`src/rtl/branch_predict_unit.sv`:
```
// branch_predict_unit: direct-mapped BHT/BTB predictor with execute-stage resolution and perf counters
module branch_predict_unit #(
  parameter int PC_W    = 9,
  parameter int ENTRIES = 16,
  parameter int CNT_W   = 16
) (
  input  logic             clk,
  input  logic             rst_n,
  input  logic [PC_W-1:0]  if_pc,
  output logic             pred_taken,
  output logic [31:0]      pred_target,
  input  logic             ex_valid,
  input  logic             ex_branch,
  input  logic             ex_jal,
  input  logic             ex_jalr,
  input  logic [PC_W-1:0]  ex_pc,
  input  logic [31:0]      ex_imm,
  input  logic [31:0]      ex_alu_result,
  input  logic             ex_pred_taken,
  input  logic [31:0]      ex_pred_target,
  output logic [31:0]      pc_four,
  output logic             mispredict,
  output logic [31:0]      redirect_pc,
  input  logic             stat_clear,
  output logic [CNT_W-1:0] stat_resolved,
  output logic [CNT_W-1:0] stat_mispred
);
  localparam int IDX_W = $clog2(ENTRIES);
  localparam int TAG_W = PC_W - IDX_W - 2;
  localparam int TW    = (TAG_W > 0) ? TAG_W : 1;

  logic             r_valid [ENTRIES];
  logic [TW-1:0]    r_tag   [ENTRIES];
  logic [1:0]       r_cnt   [ENTRIES];
  logic [PC_W-1:0]  r_tgt   [ENTRIES];
  logic [CNT_W-1:0] r_res, r_mis;

  // a zero-width tag is stored as one don't-care bit and always matches
  function automatic logic [TW-1:0] tag_of(input logic [PC_W-1:0] pc);
    logic [PC_W-1:0] s;
    s = pc >> (IDX_W + 2);
    return s[TW-1:0];
  endfunction

  logic [IDX_W-1:0] w_if_idx, w_ex_idx;
  logic [TW-1:0]    w_if_tag, w_ex_tag;
  logic             w_ex_hit, w_ctrl, w_act_taken;
  logic [31:0]      w_act_tgt;

  assign w_if_idx    = if_pc[IDX_W+1:2];
  assign w_ex_idx    = ex_pc[IDX_W+1:2];
  assign w_if_tag    = tag_of(if_pc);
  assign w_ex_tag    = tag_of(ex_pc);
  assign pred_taken  = r_valid[w_if_idx] && ((TAG_W == 0) || (r_tag[w_if_idx] == w_if_tag)) && r_cnt[w_if_idx][1];
  assign pred_target = pred_taken ? 32'(r_tgt[w_if_idx]) : 32'd0;

  assign w_ex_hit    = r_valid[w_ex_idx] && ((TAG_W == 0) || (r_tag[w_ex_idx] == w_ex_tag));
  assign w_ctrl      = ex_branch | ex_jal | ex_jalr;
  assign w_act_taken = ex_jal | ex_jalr | (ex_branch && (ex_alu_result != 32'd0));
  assign pc_four     = 32'(ex_pc) + 32'd4;
  assign w_act_tgt   = ex_jalr ? {ex_alu_result[31:1], 1'b0} : 32'(ex_pc) + ex_imm;
  assign mispredict  = ex_valid && (w_ctrl || ex_pred_taken) &&
                       ((ex_pred_taken != w_act_taken) ||
                        (ex_pred_taken && w_act_taken && (ex_pred_target != w_act_tgt)));
  assign redirect_pc = w_act_taken ? w_act_tgt : pc_four;

  assign stat_resolved = r_res;
  assign stat_mispred  = r_mis;

  always_ff @(posedge clk or negedge rst_n) begin
    if (!rst_n) begin
      for (int i = 0; i < ENTRIES; i++) begin
        r_valid[i] <= 1'b0;
        r_tag[i]   <= '0;
        r_cnt[i]   <= 2'b01;
        r_tgt[i]   <= '0;
      end
      r_res <= '0;
      r_mis <= '0;
    end else begin
      if (ex_valid && w_ctrl) begin
        r_valid[w_ex_idx] <= 1'b1;
        r_tag[w_ex_idx]   <= w_ex_tag;
        if (w_act_taken) r_tgt[w_ex_idx] <= w_act_tgt[PC_W-1:0];
        r_cnt[w_ex_idx]   <= !w_ex_hit ? (w_act_taken ? 2'd2 : 2'd1) :
                             w_act_taken ? ((r_cnt[w_ex_idx] == 2'd3) ? 2'd3 : r_cnt[w_ex_idx] + 2'd1) :
                                           ((r_cnt[w_ex_idx] == 2'd0) ? 2'd0 : r_cnt[w_ex_idx] - 2'd1);
      end else if (ex_valid && ex_pred_taken) begin
        r_valid[w_ex_idx] <= 1'b0;
      end
      if (stat_clear) begin
        r_res <= '0;
        r_mis <= '0;
      end else begin
        if (ex_valid && w_ctrl && !(&r_res)) r_res <= r_res + 1'b1;
        if (mispredict && !(&r_mis)) r_mis <= r_mis + 1'b1;
      end
    end
  end
endmodule
```
`config.mk`:
```
export PLATFORM = sky130hd
export DESIGN_NAME = branch_predict_unit
export DESIGN_NICKNAME = d
export VERILOG_FILES = /design/src/rtl/branch_predict_unit.sv
export SDC_FILE = /design/constraint.sdc
export NUM_CORES = 1
export LEC_CHECK = 0
export ABC_AREA = 0
export CAP_MARGIN = 20
export CORE_AREA = 8 8 189 371
export CTS_CLUSTER_SIZE = 30
export DETAILED_ROUTE_END_ITERATION = 16
export DIE_AREA = 0 0 197 379
export PLACE_DENSITY = 0.45
export SLEW_MARGIN = 20
export SYNTH_ARGS = -nofsm -noshare
export SYNTH_HDL_FRONTEND = slang
export SYNTH_SLANG_ARGS = --single-unit
```
`constraint.sdc`:
```
create_clock -name clk -period 7.2 [get_ports clk]
set_input_delay 1.08 -clock clk [delete_from_list [all_inputs] [get_ports clk]]
set_output_delay 1.08 -clock clk [all_outputs]
set_load 0.1 [all_outputs]
```
==> results of run 1 <==
[worst max-delay path: cells and delay by family]
| family | cells | cell delay [ns] |
|---|---|---|
| AND/OR/NAND/NOR | 11 | 2.94 |
| adder cells (fa/ha/maj) | 1 | 0.32 |
| AO/OA/AOI/OAI | 1 | 0.33 |
| buffers and inverters | 4 | 0.94 |
[flip-flops by register name, indices dropped and copies added (netlist names), named ones only]
name and cells:
stat_resolved 16, r_cnt 32, stat_mispred 16, r_tag 48, r_tgt 144
[final cells by class]
| type | instances | area [um2] | area share (%) |
|---|---|---|---|
| diodes | 6 | 15.0 | 0.0747 |
| clock buffers | 46 | 882 | 4.39 |
| clock inverters | 12 | 211 | 1.05 |
| inverters | 15 | 56.3 | 0.280 |
| multi-input cells | 1187 | 8700 | 43.3 |
| flip-flops and latches | 272 | 6830 | 34.0 |
| well taps | 877 | 1100 | 5.46 |
| repair buffers | 236 | 2310 | 11.5 |
[stage by stage]
| step | hold WS, ns | instances | instance area [um2] | power [mW] | utilization (%) |
|---|---|---|---|---|---|
| finish | 0.470 | 2651 | 20100 | 5.27 | 30.8 |
| global route | 0.490 | 2645 | 20100 | 5.56 | 30.8 |
| CTS | 0.472 | 2645 | 20100 | 5.34 | 30.8 |
| detailed placement | 0.466 | 2587 | 19000 | 3.60 | 29.1 |
| global placement | 0.456 | 2587 | 19000 | 3.58 | 29.1 |
| floorplan | 0.445 | 1613 | 16300 | 3.11 | - |
[placed cells by master, fill, tap and decap left out, types with 7 or more instances in the layout]
master / n
clkdlybuf4s50_1: 156
ha_1: 16
mux4_2: 90
dfrtp_1: 256
clkbuf_1: 10
nor3_1: 17
a31oi_1: 10
o21ai_0: 195
nand3_1: 23
or3_1: 10
a211oi_1: 14
xnor2_1: 56
dfstp_2: 16
a21oi_1: 55
nor2_1: 111
nor4_1: 19
nand4_1: 27
conb_1: 45
xor2_1: 38
mux2_2: 88
clkbuf_16: 31
buf_12: 12
and2_1: 13
nand2_1: 227
and3_1: 16
inv_1: 14
mux2i_1: 7
buf_4: 64
nor2b_1: 19
[metal layers]
| metal | share of wire (%) | routed length (um) | vias to the layer above | global-route usage, % |
|---|---|---|---|---|
| met5 | 0.045 | 26 | - | 0 |
| li1 | - | - | 5956 | - |
| met1 | 45 | 25900 | 6286 | 20.6 |
| met3 | 7.7 | 4470 | 72 | 4.45 |
| met2 | 45 | 26200 | 402 | 24.1 |
| met4 | 2.2 | 1250 | 4 | 3.63 |
[kinds of logic (layout without fill, tap and decap cells)]
family                     Yosys count  in the layout
AOI/OAI and AO/OA                  331            331
adders and majority gates           17             17
and+or+nand+nor                    506            506
buffers and inverters              154            309
other                                1             51
muxes                              194            194
DFF                                272            272
xor gates and xnor gates            94             94
[power by group]
group	internal, mW	switching [mW]
combinational	0.616	0.880
sequential	1.88	0.197
clock	1.03	0.677
[final timing paths]
check | cells past startpoint | endpoint | slack [ns] | from
max in group asynchronous | 2 | r_tag[0] | 5.29 | rst_n
hold reg to reg | 2 | r_tgt[40] | 0.47 | r_tgt[40]
hold / removal | 1 | r_tgt[141] | 0.47 | rst_n
setup / recovery | 17 | mispredict | 0.50 | ex_alu_result[12]
min in group clk | 2 | r_tgt[40] | 0.47 | r_tgt[40]
setup reg to reg | 9 | stat_resolved[9] | 4.16 | stat_resolved[7]
==> qor.yml, run 1 <==
yosys.area_share.simple_pct: 14.3
die_area_mm2: 0.0747
synth_area_mm2: 0.0161
max-slew-margin-rel_pct: 28.9
vias: 12700
initial_core_util_pct: 24.7
max_stage_delay_ns: 0.64
synth_edf_count: 0
crit_chain: "clkdlybuf4s50_1 -> nor4_1 -> nand4_1 -> nor4_1 -> buf_4 -> nand4_1 -> nand2_2 -> inv_1 -> ha_1 -> nor4_1 -> nand4_1 -> nor4_1 -> nand4_1 -> or4_4 -> a2111oi_4 -> nor2b_1 -> buf_12"
track_usage_pct: 15.3
synthTopCellsByArea: "dfrtp_1, mux4_2, mux2_2"
post-synth-top-area-fraction_pct: 39.8
crit_slowest_cell: "nor4_1"
final_hold_viol_count: 0
drv_cap: 0
synth-main-ff-cell: "dfrtp_1"
antenna_found_initial: 9
yosysWarnings: 0
core-area_mm2: 0.0652
grt_max_degree: 77
cts_hold_buf: 0
yosysMostFrequentCell: "dfrtp_1"
gp_congestion: 0.865
drtIter0Drc: 768
ir_worst_vdd_uv: 173
setup_viol: 0
yosysSeqAreaShare_pct: 42.4
postCtsSetupBuffers: 0
dr.pass1.iters: 5
rows: 133
cts_inserted_buffers: 31
fill_cells: 6881
fin_setup_tns_ns: 0
vias_per_cell: 4.80
synth_cell_type_count: 74
clk_pin_slew_worst_paths_ns: 0.06
avgRoutedWirePerCell_um: 21.8
clock-sinks: 272
max_freq_mhz: 149
hold_class: "in -> async"
syn_inst: 1569
power_leakage_nw: 8.01
drv_slew: 0
clk_path_buf_depth: 3
cts_resized: 0
yosys_register_bits: 272
die_x_um: 197
synth_area_leader_cell: "dfrtp_1"
grt_pass1_wl_um: 87700
htreeDepth: 1
async_flop_share_pct: 100
yosys.area_share.adder_pct: 1.37
crit_type: "in -> out"
synth_compound_area_share_pct: 12.1
detail-route-antenna-nets: 0
cp_max_fo: 3
drc: 0
syn2layout_area_growth_pct: 24.7
grt_pass1_vias: 13100
finClkSkew_ns: 0.0101
cp-end-kind: "output port"
status: "completed"
setup_ws_ns: 0.498
crit_required_ns: 6.12
synth_common_cells: "dfrtp_1, nand2_1, o21ai_0"
cts_tree: "built"
pre_cts_ws_ns: 0.481
portBuffers: 204
hpwl_um: 42800
avgSynthCellArea_um2: 10.3
nets: 1882
fin_crit_ns: 6.70
start_kind: "primary input"
synth_top_family_by_area: "multiplexers"
rsz0062_at_grt: "no"
synthXorXnorAreaFrac_pct: 5.11
num_io_pins: 252
cp.arrival_ns: 5.62
synth_mux_area_share_pct: 19.9
wirelength_um: 57900
power.density_mw_per_mm2: 262
root_buffer: "clkbuf_16"
grt-ovfl-total: 0
drive_gt1_share_pct: 19.6
tightestPinTransition_ns: 1.06
post-route-period-util_pct: 93.1
clock_latency_ns: 0.60
die_y_um: 379
(Power assumes the default switching activity.)
==> inputs of run 2 (changes only) <==
- ABC_AREA: 0 -> 1
- CORE_AREA: 8 8 189 371 -> 8 8 193 378
- DIE_AREA: 0 0 197 379 -> 0 0 201 386
- RECOVER_POWER: not set -> 50
==> qor.yml, run 2 <==
num_io_pins: 252  # unchanged
setup_viol: 0  # unchanged
die_y_um: 386  # +1.8%
synthTopCellsByArea: "dfrtp_1, nand2_1, o21ai_0"
post-synth-top-area-fraction_pct: 38.2  # -1.6 points
gp_congestion: 0.894  # +3.4%
largestRegisters: "r_tgt: 144 flops, r_tag: 48 flops, r_cnt: 32 flops"
synth_area_leader_cell: "dfrtp_1"
syn_inst: 2403  # +53%
clock_latency_ns: 0.58  # -0.02 ns
crit_type: "in -> out"
hold_ws_ns: 0.474  # +0.00429 ns
synth_cell_type_count: 53  # -28%
yosys.area_share.simple_pct: 27.1  # +13 points
drc: 0  # unchanged
core-area_mm2: 0.0677  # +3.8%
die_x_um: 201  # +2.0%
vias: 16600  # +30%
synthXorXnorAreaFrac_pct: 1.10  # -4.0 points
async_flop_share_pct: 100  # unchanged
cts_resized: 0  # unchanged
crit_path_frequent_cell: "nand2_1"
synth_edf_count: 0  # unchanged
layout_commonest_cell: "nand2_1"
rows: 135  # +1.5%
diodes: 0  # -6
clock-sinks: 272  # unchanged
grt-ovfl-total: 0  # unchanged
synth_area_mm2: 0.0168  # +4.1%
crit_slowest_cell: "a21boi_0"
cts_tree: "built"
tightestPinTransition_ns: 3.07  # +2.01 ns
postCtsSetupBuffers: 0  # unchanged
cp-end-kind: "output port"
portBuffers: 204  # unchanged
start_kind: "primary input"
die_area_mm2: 0.0776  # +3.9%
fin_setup_tns_ns: 0  # unchanged
max-slew-margin-rel_pct: -105  # -130 points
dr.pass1.iters: 7  # +2
yosys_register_bits: 272  # unchanged
track_usage_pct: 17.2  # +1.8 points
largest-register: "r_tgt"
detail-route-antenna-nets: 0  # unchanged
avgRoutedWirePerCell_um: 19.6  # -10%
avgSynthCellArea_um2: 6.98  # -32%
synth_mux_area_share_pct: 0.0821  # -20 points
final_hold_viol_count: 0  # unchanged
yosysSeqAreaShare_pct: 40.7  # -1.7 points
synth_compound_area_share_pct: 19.3  # +7.2 points
power_leakage_nw: 9.17  # +14%
nets: 2690  # +43%
fin_crit_ns: 5.93  # -0.772 ns
initial_core_util_pct: 24.8  # +0.054 points
violations: "max-capacitance violations, max-slew violations"
cts_hold_buf: 0  # unchanged
root_buffer: "clkbuf_16"
synth_top_family_by_area: "simple AND/OR/NAND/NOR gates"
drv_slew: 277  # +277
cp.arrival_ns: 4.85  # -0.77 ns
cts_inserted_buffers: 30  # -3.2%
yosysMostFrequentCell: "nand2_1"
finalPower_mw: 5.06  # -4.1%
crit_required_ns: 6.12  # about the same
antenna_found_initial: 1  # -8
crit_chain: "clkdlybuf4s50_1 -> ha_1 -> fa_1 -> nand2_1 -> nand2_1 -> nand3_1 -> nand2_1 -> xnor2_1 -> nand2_1 -> o21ai_1 -> buf_4 -> nand2_1 -> nand2_1 -> nor2_1 -> nand3_1 -> nor2_1 -> nand3_1 -> nand2_1 -> a21boi_0 -> buf_12"
synth-main-ff-cell: "dfrtp_1"
yosys.area_share.adder_pct: 1.31  # -0.053 points
clk_pin_slew_worst_paths_ns: 0.06  # about the same
grt_pass1_wl_um: 103000  # +18%
drive_gt1_share_pct: 7.65  # -12 points
largest_register_ffs: 144  # unchanged
final_cell_mix: "nand2_1, o21ai_0, dfrtp_1"
post-route-period-util_pct: 82.4  # -11 points
synth_common_cells: "nand2_1, o21ai_0, dfrtp_1"
status: "finished with violations"
cp_max_fo: 18  # +15
hold_class: "reg -> reg"
rsz0062_at_grt: "no"
ir_worst_vdd_uv: 179  # +3.1%
finClkSkew_ns: 0.0116  # +0.00153 ns
max_stage_delay_ns: 0.56  # -0.08 ns
grt_pass1_vias: 16700  # +27%
syn2layout_area_growth_pct: 22.9
drtIter0Drc: 1161  # +51%
max_freq_mhz: 169  # +13%
vias_per_cell: 4.79  # -0.24%
power.density_mw_per_mm2: 245  # -6.4%
htreeDepth: 1  # unchanged
drv_cap: 3  # +3
hpwl_um: 50300  # +18%
clk_path_buf_depth: 3  # unchanged
grt_max_degree: 151  # +96%
yosysWarnings: 0  # unchanged
wirelength_um: 67900  # +17%
## run 2: cell types whose count changed after synthesis, moves of 31 or more
| cell | before | now |
|---|---|---|
| a21oi_1 | 56 | 102 |
| mux4_2 | 90 | 0 |
| xnor2_1 | 56 | 9 |
| nand2_1 | 228 | 611 |
| o22ai_1 | 1 | 32 |
| inv_1 | 14 | 235 |
| mux2_2 | 88 | 0 |
| nor2_1 | 111 | 231 |
| o21ai_0 | 196 | 392 |
| nand3_1 | 23 | 131 |
## run 2: routing by layer
layer,wire (um),track usage [%],vias up
li1,-,-,8069
met1,27000,19.5,7868
met2,34500,31.3,526
met3,3530,2.78,120
met4,2890,7.52,2
met5,8,0,-
## run 2: area by class of cell
cell class	count	area (um2)
well taps	890	1110
fillers	7377	47100
clock buffers	44	883
multi-input cells	1772	8380
flip-flops and latches	272	6830
repair buffers	235	2370
clock inverters	12	129
inverters	240	901
## run 2: stage by stage
| stage | cell area (um2) | cells | utilization, % | worst slack, ns |
|---|---|---|---|---|
| final | 20600 | 3465 | 30.4 | 1.27 |
| after global routing | 20600 | 3465 | 30.4 | 1.02 |
| after CTS | 20600 | 3465 | 30.5 | 1.28 |
| after detailed placement | 19600 | 3409 | 29.0 | 1.30 |
| after global placement | 19600 | 3409 | 29.0 | 1.34 |
| after floorplan | 16900 | 2447 | - | 0.659 |
## run 2: cells by family after synthesis
logic type	Yosys count
compound gates	606
xor+xnor	21
fa+ha+maj	17
buf+inv	403
flops	272
mux	1
other cells	1
simple gates	1082
## run 2: report_power, final
part	switching [mW]	total, mW	internal (mW)
combinational	0.990	1.42	0.427
sequential	0.181	2.05	1.87
clock	0.672	1.59	0.922
## run 2: critical path: cells and delay by family
family | cells | cell delay [ns]
compound gates | 2 | 0.66
buf+inv | 3 | 0.99
simple gates | 12 | 1.10
fa+ha+maj | 2 | 0.75
xor+xnor | 1 | 0.27
## run 2: path summary, 6_finish.rpt
| kind | to | start | depth (start not counted) | slack (ns) |
|---|---|---|---|---|
| worst min-delay path | r_cnt[12] | r_cnt[12] | 2 | 0.47 |
| worst min register to register | r_cnt[12] | r_cnt[12] | 2 | 0.47 |
| worst max-delay path | mispredict | ex_pc[0] | 20 | 1.27 |
| worst max register to register | r_cnt[27] | r_tag[16] | 11 | 4.31 |
| min in group asynchronous | r_tag[22] | rst_n | 1 | 1.50 |
| max in group asynchronous | r_tag[34] | rst_n | 2 | 2.01 |
==> inputs of run 3 (changes only) <==
- clock period: 7.2 -> 5.5 ns (I/O delays scaled with it)
==> qor.yml, run 3 (synthesis gave the netlist of run 2 again) <==
cp.arrival_ns: 4.31  # -0.54 ns
placed_cell_area_mm2: 0.0201  # +2.4%
final_cell_mix: "nand2_1, o21ai_0, dfrtp_1"
fin_util_pct: 31.1  # +0.68 points
postCtsSetupBuffers: 0  # unchanged
cp_max_fo: 8  # -10
nets: 2708  # +0.67%
largest-register: "r_tgt"
cts_hold_buf: 0  # unchanged
fin_crit_ns: 5.14
gp_congestion: 0.915  # +2.3%
vias: 16800  # +1.0%
worstSetupStartpoint: "ex_jalr"
syn2layout_area_growth_pct: 25.6
ff2ff_path_depth: 12  # +1
fin_area_mm2: 0.0211  # +2.2%
track_usage_pct: 17.3  # +0.11 points
hold_ws_ns: 0.473  # -0.000733 ns
antenna_found_initial: 6  # +5
wirelength_um: 68600  # +1.0%
cts_tree: "built"
htreeDepth: 1  # unchanged
post-route-period-util_pct: 93.4
drc: 0  # unchanged
grt_pass1_vias: 16700  # +0.14%
finClkSkew_ns: 0.0115  # -0.000148 ns
status: "finished with violations"
die_area_mm2: 0.0776  # unchanged
vias_per_cell: 4.81  # +0.47%
max-slew-margin-rel_pct: -102  # +2.2 points
largest_register_ffs: 144  # unchanged
initial_core_util_pct: 24.8  # unchanged
clk_pin_slew_worst_paths_ns: 0.06  # about the same
multiInputGateArea_mm2: 0.00840  # +0.18%
fill_cells: 7326  # -0.69%
setup_viol: 0  # unchanged
power_leakage_nw: 9.34  # +1.9%
tightestPinTransition_ns: 3.04  # -0.0327 ns
grt_max_degree: 122  # -19%
clock-sinks: 272  # unchanged
cp-end-kind: "output port"
start_kind: "primary input"
cts_inserted_buffers: 29  # -3.3%
ff_latch_area_mm2: 0.00683  # unchanged
die_x_um: 201  # unchanged
power.density_mw_per_mm2: 318  # +29%
clock_latency_ns: 0.56  # -0.02 ns
drv_slew: 269  # -2.9%
grt-ovfl-total: 0  # unchanged
dr.pass1.iters: 5  # -2
die_y_um: 386  # unchanged
violations: "max-capacitance violations, max-slew violations"
pre_cts_ws_ns: 0.401  # -0.896 ns
cts_resized: 0  # unchanged
endpoint: "mispredict"
crit_type: "in -> out"
setup_ws_ns: 0.363  # -0.907 ns
rsz0062_at_grt: "no"
core-area_mm2: 0.0677  # unchanged
drtIter0Drc: 1161  # unchanged
avgRoutedWirePerCell_um: 19.7  # +0.45%
max_freq_mhz: 195
ir_worst_vdd_uv: 252  # +41%
r2r_setup_slack_ns: 2.69  # -1.62 ns
drive_gt1_share_pct: 8.30  # +0.65 points
grt_pass1_wl_um: 104000  # +0.15%
largestRegisters: "r_tgt: 144 flops, r_tag: 48 flops, r_cnt: 32 flops"
fin_setup_tns_ns: 0  # unchanged
regToRegStartpoint: "stat_mispred[0]"
rows: 135  # unchanged
r2r-end: "stat_mispred[9]"
hpwl_um: 51900  # +3.2%
portBuffers: 204  # unchanged
hold_depth: 2  # unchanged
root_buffer: "clkbuf_16"
drv_cap: 4  # +1
final_hold_viol_count: 0  # unchanged
crit_required_ns: 4.68  # -1.44 ns
clk_path_buf_depth: 3  # unchanged
num_io_pins: 252  # unchanged
hold_class: "reg -> reg"
layout_commonest_cell: "nand2_1"
detail-route-antenna-nets: 0  # unchanged
==> run 3: worst min-delay path by stage <==
stage / end / start / slack [ns]
after detailed placement: r_cnt[10] / r_cnt[10] / 0.47
after global routing: r_cnt[24] / r_cnt[24] / 0.49
after global placement: r_cnt[12] / r_cnt[12] / 0.46
final: r_cnt[2] / r_cnt[2] / 0.47
after floorplan: r_tgt[0] / r_tgt[0] / 0.45
after CTS: r_tag[47] / rst_n / 0.40
==> run 3: cell type report <==
cell class | count | area share, %
clock inverter | 9 | 0.707
clock buffer | 44 | 4.14
inverter | 240 | 4.28
multi-input combinational | 1772 | 39.9
tap | 890 | 5.29
sequential | 272 | 32.4
antenna | 3 | 0.0356
timing repair buffer | 254 | 13.3
==> run 3: per-stage QoR <==
stage | instances | total power [mW]
6_report | 3484 | 6.69
5_1_grt | 3484 | 7.07
3_3_place_gp | 3427 | 4.59
3_5_place_dp | 3427 | 4.63
2_1_floorplan | 2447 | 3.93
4_1_cts | 3480 | 6.78
==> run 3: worst max-delay path, stage by stage <==
cell	delay, ns
dlygate4sd3_1	0.73
nor2_1	0.39
inv_1	0.14
o21ai_0	0.80
clkbuf_1	0.61
nand2_1	0.33
a21boi_1	0.28
buf_12	0.20
==> run 3: report_power, final <==
group / internal (mW) / switching (mW) / total (mW)
Clock: 1.27 / 0.839 / 2.11
Sequential: 2.44 / 0.236 / 2.68
Combinational: 0.605 / 1.30 / 1.90
==> run 3: layer usage <==
metal | track usage (%) | routed length, um | vias up
met2 | 31.5 | 34700 | 548
met3 | 3.03 | 3730 | 125
met1 | 18.8 | 26200 | 7958
met4 | 9.23 | 3940 | 4
li1 | - | - | 8119
met5 | 0 | 27 | -
